**config.mk**
```make
export PLATFORM = sky130hd
export DESIGN_NAME = ccip_req_rsp_tracker
export DESIGN_NICKNAME = d
export VERILOG_FILES = /design/src/rtl/ccip_req_rsp_tracker.sv
export SDC_FILE = /design/constraint.sdc
export NUM_CORES = 1
export LEC_CHECK = 0
export CAP_MARGIN = 10
export CELL_PAD_IN_SITES_DETAIL_PLACEMENT = 0
export CELL_PAD_IN_SITES_GLOBAL_PLACEMENT = 1
export CORE_AREA = 2 2 485 487
export CTS_BUF_LIST = sky130_fd_sc_hd__clkbuf_16
export DETAILED_ROUTE_END_ITERATION = 10
export DIE_AREA = 0 0 487 489
export PLACE_DENSITY_LB_ADDON = 0.1
export SYNTH_ARGS = -nofsm -noshare
export SYNTH_HDL_FRONTEND = slang
export SYNTH_SLANG_ARGS = --single-unit
```
**constraint.sdc**
```tcl
create_clock -name clk -period 9.6 [get_ports clk]
set_clock_uncertainty 0.05 [all_clocks]
set_input_delay 1.92 -clock clk [delete_from_list [all_inputs] [get_ports clk]]
set_output_delay 1.92 -clock clk [all_outputs]
set_load 0.03 [all_outputs]
```
**src/rtl/ccip_req_rsp_tracker.sv**
```systemverilog
// CCI-P request/response tracker.
// Passively watches the AFU-side CCI-P channels and keeps registered counts of
// in-flight read lines, write lines and write fences. From those counts it
// derives almost-full back-pressure, sticky protocol-error flags and a
// drain/quiesce handshake. Traffic on the port is never modified.

package ccip_if_pkg;

  typedef enum logic [1:0] {
    eCL_LEN_1 = 2'b00,
    eCL_LEN_2 = 2'b01,
    eCL_LEN_4 = 2'b11
  } t_ccip_clLen;

  typedef enum logic [3:0] {
    eREQ_RDLINE_I = 4'h0,
    eREQ_RDLINE_S = 4'h1
  } t_ccip_c0_req;

  typedef enum logic [3:0] {
    eREQ_WRLINE_I = 4'h0,
    eREQ_WRLINE_M = 4'h1,
    eREQ_WRPUSH_I = 4'h2,
    eREQ_WRFENCE  = 4'h4
  } t_ccip_c1_req;

  typedef enum logic [3:0] {
    eRSP_RDLINE = 4'h0,
    eRSP_UMSG   = 4'h4
  } t_ccip_c0_rsp;

  typedef enum logic [3:0] {
    eRSP_WRLINE  = 4'h0,
    eRSP_WRFENCE = 4'h4
  } t_ccip_c1_rsp;

  typedef struct packed {
    logic [1:0]   vc_sel;
    t_ccip_clLen  cl_len;
    t_ccip_c0_req req_type;
    logic [41:0]  address;
    logic [15:0]  mdata;
  } t_ccip_c0_ReqMemHdr;

  typedef struct packed {
    logic [1:0]   vc_sel;
    logic         sop;
    t_ccip_clLen  cl_len;
    t_ccip_c1_req req_type;
    logic [41:0]  address;
    logic [15:0]  mdata;
  } t_ccip_c1_ReqMemHdr;

  typedef struct packed {
    logic [1:0]   vc_used;
    logic         hit_miss;
    logic [1:0]   cl_num;
    t_ccip_c0_rsp resp_type;
    logic [15:0]  mdata;
  } t_ccip_c0_RspMemHdr;

  typedef struct packed {
    logic [1:0]   vc_used;
    logic         hit_miss;
    logic         format;
    logic [1:0]   cl_num;
    t_ccip_c1_rsp resp_type;
    logic [15:0]  mdata;
  } t_ccip_c1_RspMemHdr;

  typedef struct packed {
    t_ccip_c0_ReqMemHdr hdr;
    logic               valid;
  } t_if_ccip_c0_Tx;

  typedef struct packed {
    t_ccip_c1_ReqMemHdr hdr;
    logic [511:0]       data;
    logic               valid;
  } t_if_ccip_c1_Tx;

  typedef struct packed {
    t_ccip_c0_RspMemHdr hdr;
    logic [511:0]       data;
    logic               rspValid;
    logic               mmioRdValid;
    logic               mmioWrValid;
  } t_if_ccip_c0_Rx;

  typedef struct packed {
    t_ccip_c1_RspMemHdr hdr;
    logic               rspValid;
  } t_if_ccip_c1_Rx;

endpackage

module ccip_req_rsp_tracker
  import ccip_if_pkg::*;
#(
  parameter int MAX_ACTIVE_RD = 512,
  parameter int MAX_ACTIVE_WR = 512,
  parameter int RD_AF_THRESH  = 448,
  parameter int WR_AF_THRESH  = 448,
  parameter int MAX_FENCES    = 15,
  localparam int CNT_W = $clog2(((MAX_ACTIVE_RD > MAX_ACTIVE_WR) ? MAX_ACTIVE_RD : MAX_ACTIVE_WR) + 1),
  localparam int FW    = $clog2(MAX_FENCES + 1)
) (
  input  logic             clk,
  input  logic             reset,
  input  t_if_ccip_c0_Tx   c0Tx,
  input  t_if_ccip_c1_Tx   c1Tx,
  input  t_if_ccip_c0_Rx   c0Rx,
  input  t_if_ccip_c1_Rx   c1Rx,
  input  logic             drain_req,
  output logic [CNT_W-1:0] rd_active,
  output logic [CNT_W-1:0] wr_active,
  output logic [FW-1:0]    fence_active,
  output logic             c0_almost_full,
  output logic             c1_almost_full,
  output logic             idle,
  output logic             drain_done,
  output logic             err_underflow,
  output logic             err_overflow,
  output logic             err_drain
);

  // Arithmetic width: one bit above the widest counter so cur + add never wraps.
  localparam int EW = ((CNT_W > FW) ? CNT_W : FW) + 1;

  typedef struct packed {
    logic          under;
    logic          over;
    logic [EW-1:0] val;
  } t_step;

  typedef enum logic [1:0] {
    RUN        = 2'd0,
    DRAIN_WAIT = 2'd1,
    DRAINED    = 2'd2
  } t_state;

  t_state state;
  t_state state_next;

  logic [EW-1:0] rd_add;
  logic [EW-1:0] rd_sub;
  logic [EW-1:0] wr_add;
  logic [EW-1:0] wr_sub;
  logic [EW-1:0] fence_add;
  logic [EW-1:0] fence_sub;
  t_step         rd_step;
  t_step         wr_step;
  t_step         fence_step;
  logic          any_add;
  logic          next_all_zero;

  // Combined add/sub with clamping: underflow pins to zero, overflow pins to the limit.
  function automatic t_step count_step(input logic [EW-1:0] cur,
                                       input logic [EW-1:0] add,
                                       input logic [EW-1:0] sub,
                                       input logic [EW-1:0] lim);
    t_step         r;
    logic [EW-1:0] sum;
    sum     = cur + add;
    r.under = 1'b0;
    r.over  = 1'b0;
    r.val   = sum - sub;
    if (sum < sub) begin
      r.under = 1'b1;
      r.val   = '0;
    end else if (r.val > lim) begin
      r.over = 1'b1;
      r.val  = lim;
    end
    return r;
  endfunction

  // Decode how many lines/fences each channel adds or retires this cycle.
  always_comb begin
    rd_add    = '0;
    rd_sub    = '0;
    wr_add    = '0;
    wr_sub    = '0;
    fence_add = '0;
    fence_sub = '0;
    if (c0Tx.valid && (c0Tx.hdr.req_type == eREQ_RDLINE_S || c0Tx.hdr.req_type == eREQ_RDLINE_I))
      rd_add = EW'(c0Tx.hdr.cl_len) + EW'(1);
    if (c0Rx.rspValid && c0Rx.hdr.resp_type == eRSP_RDLINE)
      rd_sub = EW'(1);
    if (c1Tx.valid && c1Tx.hdr.req_type != eREQ_WRFENCE)
      wr_add = EW'(1);
    if (c1Tx.valid && c1Tx.hdr.req_type == eREQ_WRFENCE)
      fence_add = EW'(1);
    if (c1Rx.rspValid && c1Rx.hdr.resp_type == eRSP_WRLINE)
      wr_sub = c1Rx.hdr.format ? (EW'(c1Rx.hdr.cl_num) + EW'(1)) : EW'(1);
    if (c1Rx.rspValid && c1Rx.hdr.resp_type == eRSP_WRFENCE)
      fence_sub = EW'(1);
  end

  // Next count values, shared by the count registers, the flags and the FSM.
  always_comb begin
    rd_step       = count_step(EW'(rd_active), rd_add, rd_sub, EW'(MAX_ACTIVE_RD));
    wr_step       = count_step(EW'(wr_active), wr_add, wr_sub, EW'(MAX_ACTIVE_WR));
    fence_step    = count_step(EW'(fence_active), fence_add, fence_sub, EW'(MAX_FENCES));
    any_add       = (rd_add != '0) || (wr_add != '0) || (fence_add != '0);
    next_all_zero = (rd_step.val == '0) && (wr_step.val == '0) && (fence_step.val == '0);
  end

  // Count registers, derived flags and sticky error flags.
  always_ff @(posedge clk) begin
    if (reset) begin
      rd_active      <= '0;
      wr_active      <= '0;
      fence_active   <= '0;
      c0_almost_full <= 1'b0;
      c1_almost_full <= 1'b0;
      idle           <= 1'b1;
      err_underflow  <= 1'b0;
      err_overflow   <= 1'b0;
      err_drain      <= 1'b0;
    end else begin
      rd_active      <= rd_step.val[CNT_W-1:0];
      wr_active      <= wr_step.val[CNT_W-1:0];
      fence_active   <= fence_step.val[FW-1:0];
      c0_almost_full <= rd_step.val >= EW'(RD_AF_THRESH);
      c1_almost_full <= wr_step.val >= EW'(WR_AF_THRESH);
      idle           <= next_all_zero;
      err_underflow  <= err_underflow | rd_step.under | wr_step.under | fence_step.under;
      err_overflow   <= err_overflow | rd_step.over | wr_step.over | fence_step.over;
      err_drain      <= err_drain | (any_add && state != RUN);
    end
  end

  // Drain FSM state register.
  always_ff @(posedge clk) begin
    if (reset) state <= RUN;
    else       state <= state_next;
  end

  // Drain FSM transitions; dropping drain_req always returns to RUN.
  always_comb begin
    state_next = state;
    case (state)
      RUN:        if (drain_req) state_next = DRAIN_WAIT;
      DRAIN_WAIT: begin
        if (!drain_req)         state_next = RUN;
        else if (next_all_zero) state_next = DRAINED;
      end
      DRAINED: begin
        if (!drain_req)   state_next = RUN;
        else if (any_add) state_next = DRAIN_WAIT;
      end
      default:    state_next = RUN;
    endcase
  end

  // Drain FSM outputs, decoded straight from the state register.
  always_comb begin
    drain_done = (state == DRAINED);
  end

  // Header, payload and upper arithmetic bits the tracker does not need.
  logic unused_bits;
  assign unused_bits = ^{c0Tx, c1Tx, c0Rx, c1Rx, rd_step, wr_step, fence_step};

endmodule

```
==> impl_metrics.csv, run 1 <==
group,metric,value,unit
logic_synthesis,synth_edf_count,0,
cells_and_area,area_growth,175,%
cts,cts_tree,"yes",
cts,post-cts-setup-buffers,0,
critical_path,worstRegToRegCells,12,
logic_synthesis,netlist_area,0.00260,mm2
timing,hold_viol,0,
timing,tightest_slew,881,ps
grt,track_usage,1.42,%
floorplan,coreArea,0.234,mm2
cts,ctsResizeCount,0,
cts,cts_sinks,32,
cts,postCtsHoldBufs,0,
detailed_routing,final_antenna_net_count,0,
critical_path,path_buf_inv,2,
logic_synthesis,netlist_top_cells_area,"dfxtp_1 (25%), ha_1 (8.2%), xnor2_1 (6.4%)",
timing,setup_viol,0,
floorplan,io_pins,1248,
cells_and_area,antennaDiodeCount,0,
floorplan,die-width,487,um
power,vdd_drop_max,0.0000842,V
critical_path,cp_cell_sequence,"clkdlybuf4s50_1 -> nor4b_2 -> nor2b_1 -> ha_1 -> inv_1 -> fa_1 -> nand2b_1 -> a21boi_1 -> xnor2_1 -> or4b_1 -> a21boi_1 -> o2111a_2 -> o21ai_2 -> or2_1 -> o32ai_2",
grt,grt_pass1_wl,23.0,mm
critical_path,critPathTopFamily,"simple AND/OR/NAND/NOR gates",
critical_path,r2r-start,"rd_active[0]$_SDFF_PP0_",
critical_path,r2r_slack,5530,ps
power,p_leak,1.34,nW
power,p_total,0.711,mW
timing,slew_violations,0,
logic_synthesis,ys_ff_latch,32,
cts,cts_buffers,5,
power,powerDensity,99.5,mW/mm2
worst_hold_path,hold_path_end,"err_drain$_SDFF_PP0_",
run_status,outcome,"completed",
grt,grt_max_degree,13,
critical_path,end_kind,"register",
floorplan,initial_core_util,1.11,%
grt,grt-ovfl-total,0,
critical_path,path_class,"in2reg",
worst_hold_path,hp-class,"reg2reg",
cts,clock_path_buffers,2,
floorplan,die_h,489,um
cts,cts_root_buffer,"clkbuf_16",
detailed_routing,wl,17.1,mm
critical_path,critical_path_peak_fanout,10,
timing,fmax,0.147,GHz
grt,antenna_found_initial,2,
logic_synthesis,synth_flop_cell,"dfxtp_1",
logic_synthesis,ys_top_cells_by_count,"nor2_1 (36), dfxtp_1 (32), nand2_1 (22), nand3_1 (22), xnor2_1 (19)",
logic_synthesis,avgSynthCellArea,7.92,um2
timing,min_period,6820,ps
critical_path,regToRegEndpoint,"c0_almost_full$_SDFF_PP0_",
cells_and_area,final_nets,1619,
detailed_routing,drt_iter0_drc,100,
worst_hold_path,min_from,"err_drain$_SDFF_PP0_",
detailed_routing,drc_errors,0,
detailed_routing,vias,2571,
logic_synthesis,synthArstFlopShare,0,%
logic_synthesis,synthDistinctLibCells,59,
run,drv_cap,0,
timing,slew_headroom,40.8,%
logic_synthesis,synthCells,328,
detailed_routing,dr.pass1.iters,4,
cts,clk_latency,300,ps
critical_path,cp.arrival,6970,ps
logic_synthesis,yosysMostFrequentCell,"nor2_1",
logic_synthesis,yosys_warnings,0,
placed_design,port_buffers,57,
logic_synthesis,yosysSeqAreaShare,24.7,%
logic_synthesis,yosysTopAreaCell,"dfxtp_1",
critical_path,critPathRequiredTime,9750,ps
critical_path,cp_slowest_cell,"nor4b_2",
worst_hold_path,hold_path_depth,2,
critical_path,max_stage_delay,740,ps
placed_design,place_congestion,0.558,
detailed_routing,vias_per_cell,0.747,
detailed_routing,wl_per_cell,4.96,um
timing,fin_setup_tns,0,ps
placed_design,hpwlAfterDp,15.0,mm
cts,clkTransAtPathRegs,60,ps
cells_and_area,drive_above_1_share,7.29,%
cts,htree_levels,2,
critical_path,cpMostUsedCell,"a21boi_1",
timing,rsz0062_at_grt,"no",
logic_synthesis,synth.net_count,1564,
cells_and_area,fill_cells,27700,
floorplan,dieArea,0.238,mm2
floorplan,rows,178,
timing,min_period_over_period,71.0,%
logic_synthesis,synth_top_area_share,24.7,%
grt,grt_pass1_vias,2822,
critical_path,critPathLaunchType,"primary input",
==> how the worst max path moves through the flow <==
stage / end / slack, ps / start / depth (start not counted)
6_report: c0_almost_full$_SDFF_PP0_ / 2780 / c0Tx[60] / 15
5_1_grt: c0_almost_full$_SDFF_PP0_ / 2200 / c0Tx[60] / 15
4_1_cts: c0_almost_full$_SDFF_PP0_ / 2440 / c0Tx[60] / 15
3_5_place_dp: c0_almost_full$_SDFF_PP0_ / 2150 / c0Tx[60] / 15
3_3_place_gp: c0_almost_full$_SDFF_PP0_ / 2040 / c0Tx[60] / 15
2_1_floorplan: c0_almost_full$_SDFF_PP0_ / 4020 / c0Tx[60] / 15
==> layout make-up <==
| class | instances | area (um2) | share of cell area, % |
|---|---|---|---|
| Clock inverter | 3 | 42.5 | 0.596 |
| Clock buffer | 5 | 125 | 1.75 |
| Inverter | 12 | 45.0 | 0.631 |
| Multi-Input combinational cell | 274 | 1880 | 26.3 |
| Tap cell | 3060 | 3830 | 53.6 |
| Sequential cell | 32 | 641 | 8.97 |
| Timing Repair Buffer | 58 | 578 | 8.09 |
==> per-stage QoR <==
step	area, um2	hold slack [ps]	std cells	setup slack [ps]	util (%)
global route	7140	490	3444	2200	3.06
finish	7140	437	3444	2780	3.06
CTS	7140	440	3444	2440	3.06
global placement	6970	433	3436	2040	2.99
detailed placement	6970	423	3436	2150	2.99
floorplan	2600	422	328	4020	-
==> logic make-up (layout without fill, tap and decap cells) <==
family,count (synthesis),after routing,share of synthesized area [%]
flops,32,32,24.7
fa+ha+maj,19,19,9.73
buf+inv,22,78,3.57
mux,3,3,1.16
xor+xnor,34,34,11.8
simple gates,162,162,33.8
compound gates,56,56,15.3
==> layer usage <==
metal	share of wire (%)	wire length [um]	global-route usage [%]	up-vias
li1	-	-	-	1285
met1	43	7360	1.63	1236
met2	51	8630	2.52	34
met3	3.5	603	0.280	14
met4	2.8	473	0.639	2
met5	0.076	13	0	-
==> where the power goes <==
group	leakage [nW]	switching, mW	total (mW)	internal (mW)
registers	0.261	0.0314	0.184	0.153
clock network	0.0798	0.0731	0.195	0.122
logic	0.999	0.205	0.332	0.126
total	1.34	0.310	0.711	0.401
==> worst reg2reg max path, delay by kind of cell, from the launching register on <==
kind	cells	cell delay [ps]
AO/OA/AOI/OAI	5	1260
adder cells (fa/ha/maj)	2	660
buffers and inverters	1	70
flip-flops	1	370
XOR/XNOR	1	420
AND/OR/NAND/NOR	3	1150
==> state kept, by name, summed over array words and instances (netlist names) <==
name            cells
err_overflow        1
c1_almost_full      1
fence_active        4
c0_almost_full      1
idle                1
err_underflow       1
wr_active          10
state               2
rd_active          10
err_drain           1
==> placed cells by master, fill, tap and decap left out, types with 4 or more instances in the layout <==
master	Yosys	final
clkdlybuf4s50_1	0	57
nand3_1	22	22
nand2_1	22	22
o21ai_0	7	7
nand4_1	4	4
nor2b_1	9	9
dfxtp_1	32	32
xor2_1	14	14
and2_1	7	7
a21o_1	5	5
inv_1	12	12
and3_1	11	11
nand2b_1	7	7
ha_1	17	17
nor3_1	9	9
or2_2	6	6
xnor2_1	19	19
a21oi_1	14	14
clkbuf_16	0	5
nor2_1	36	36
nor4_1	6	4
Power figures use the tool's default switching activity.
==> run 2, diff against run 1 <==
- clock period: 9.6 -> 6.9 ns (I/O delays scaled with it)
==> run 2 against run 1 <==
Routed wire length up 2.2%. Final area up 0.60%. Worst hold slack worse by 0.87 ps. First-iteration DRC count up 22%. Combinational power up 41%. Critical path depth up 1. Final cell count up 0.20%. Register-to-register slack worse by 2700 ps. Sequential power up 39%. Utilization about the same.
==> impl_metrics.csv, run 2 (synthesis gave the netlist of run 1 again) <==
group,metric,value,unit
run_status,outcome,"completed",
grt,grt_pass1_vias,2814,
critical_path,r2r_slack,2850,ps
cells_and_area,top_regs,"rd_active x10, wr_active x10, fence_active x4",
cts,post-cts-setup-buffers,0,
cells_and_area,fill_cells,27700,
cts,cts_sinks,32,
detailed_routing,dr.pass1.iters,4,
floorplan,initial_core_util,1.11,%
power,p_leak,1.38,nW
timing,holdWs,436,ps
placed_design,place_congestion,0.563,
power,switching_share,44.3,%
critical_path,critPathRequiredTime,7090,ps
power,powerDensity,140,mW/mm2
placed_design,place_ws,667,ps
critical_path,critPathLaunchType,"primary input",
cts,clock_path_buffers,2,
critical_path,critical_path_peak_fanout,9,
cts,postCtsHoldBufs,0,
placed_design,hpwlAfterDp,15.1,mm
grt,grt_pass1_wl,23.6,mm
critical_path,path_class,"in2reg",
cts,clk_latency,310,ps
cells_and_area,final_cell_mix,"clkdlybuf4s50_1 (57), nor2_1 (36), dfxtp_1 (32)",
floorplan,rows,178,
power,vdd_drop_max,0.0000728,V
cells_and_area,drive_above_1_share,8.44,%
timing,fmax,0.173,GHz
cells_and_area,mostFrequentLayoutCell,"clkdlybuf4s50_1",
grt,grt-ovfl-total,0,
grt,antenna_found_initial,2,
cts,cts_root_buffer,"clkbuf_16",
grt,grt_max_degree,13,
timing,min_period_over_period,83.8,%
floorplan,die-width,487,um
cts,htree_levels,2,
power,clkPwrFrac,27.9,%
timing,slew_headroom,48.7,%
cells_and_area,design_area,0.00718,mm2
power,switchingPower,0.445,mW
detailed_routing,drt_iter0_drc,122,
critical_path,end_kind,"register",
worst_hold_path,hold_path_depth,2,
critical_path,cp.arrival,5980,ps
timing,setup_viol,0,
cts,ctsResizeCount,0,
timing,rsz0062_at_grt,"no",
power,power_frac_comb,46.7,%
detailed_routing,wl,17.5,mm
floorplan,coreArea,0.234,mm2
placed_design,port_buffers,57,
placed_design,post_dp_cell_area,0.00702,mm2
timing,fin_setup_tns,0,ps
detailed_routing,wl_per_cell,5.06,um
timing,hold_viol,0,
timing,final.setup.worst_slack,1120,ps
power,p_int,0.559,mW
detailed_routing,drc_errors,0,
cells_and_area,final_util,3.08,%
cells_and_area,area_growth,177,%
power,p_total,1.00,mW
run,drv_cap,0,
cts,cts_buffers,5,
timing,slew_violations,0,
detailed_routing,final_antenna_net_count,0,
detailed_routing,vias,2602,
cts,clkTransAtPathRegs,60,ps
timing,tightest_slew,764,ps
power,p_seq_share,25.4,%
cts,cts_tree,"yes",
timing,min_period,5780,ps
cells_and_area,antennaDiodeCount,0,
worst_hold_path,hp-class,"reg2reg",
cells_and_area,fin_cells,3451,
floorplan,io_pins,1248,
floorplan,dieArea,0.238,mm2
placed_design,placed_cells,3443,
grt,track_usage,1.46,%
critical_path,worstRegToRegCells,13,
detailed_routing,vias_per_cell,0.754,
cells_and_area,final_nets,1626,
floorplan,die_h,489,um
==> run 2: cell count changes in the layout (fill, tap and decap cells not counted) <==
cell        previous run  this run
buf_4                  1         8
clkinvlp_4             1         0
inv_1                 12        13
nor4_1                 4         5
nor4_2                 2         1
==> run 2: per-layer routing <==
layer / part of all wire (%) / vias to the layer above / routed length (um) / GRT usage, %
met5: 0.074 / - / 13 / 0
met4: 1.6 / 2 / 286 / 0.513
met3: 2.5 / 9 / 437 / 0.216
met2: 52 / 33 / 9150 / 2.66
met1: 43 / 1259 / 7580 / 1.74
li1: - / 1299 / - / -
==> run 2: final timing paths <==
path | end | start
min | err_drain$_SDFF_PP0_ | err_drain$_SDFF_PP0_
max | c1_almost_full$_SDFF_PP0_ | c1Tx[572]
max reg2reg | c1_almost_full$_SDFF_PP0_ | wr_active[0]$_SDFF_PP0_
min reg2reg | err_drain$_SDFF_PP0_ | err_drain$_SDFF_PP0_
==> run 2: layout make-up <==
| class | instances | area [um2] | share of cell area, % |
|---|---|---|---|
| flip-flops and latches | 32 | 641 | 8.92 |
| repair buffers | 65 | 631 | 8.78 |
| well taps | 3060 | 3830 | 53.3 |
| clock inverters | 3 | 38.8 | 0.540 |
| inverters | 12 | 45.0 | 0.627 |
| clock buffers | 5 | 125 | 1.74 |
| multi-input cells | 274 | 1880 | 26.1 |
==> run 2: critical path, cell delays in order <==
cell             delay (ps)
clkdlybuf4s50_1         400
nor4b_1                 440
nor2b_1                 140
ha_1                    310
ha_1                    350
xor2_1                  210
ha_1                    370
a21oi_1                 310
a21oi_1                 120
o31ai_1                 520
xnor2_1                 260
nand2_1                  80
nand4bb_1               250
a211o_1                 520
nor2_2                  190
a21o_1                  120
==> run 2: power by group through the flow <==
stage	sequential, mW	combinational [mW]	clock (mW)
2_1_floorplan	0.286	0.241	0
3_3_place_gp	0.265	0.496	0
3_5_place_dp	0.263	0.489	0
4_1_cts	0.260	0.491	0.306
5_1_grt	0.264	0.521	0.303
6_report	0.255	0.469	0.280
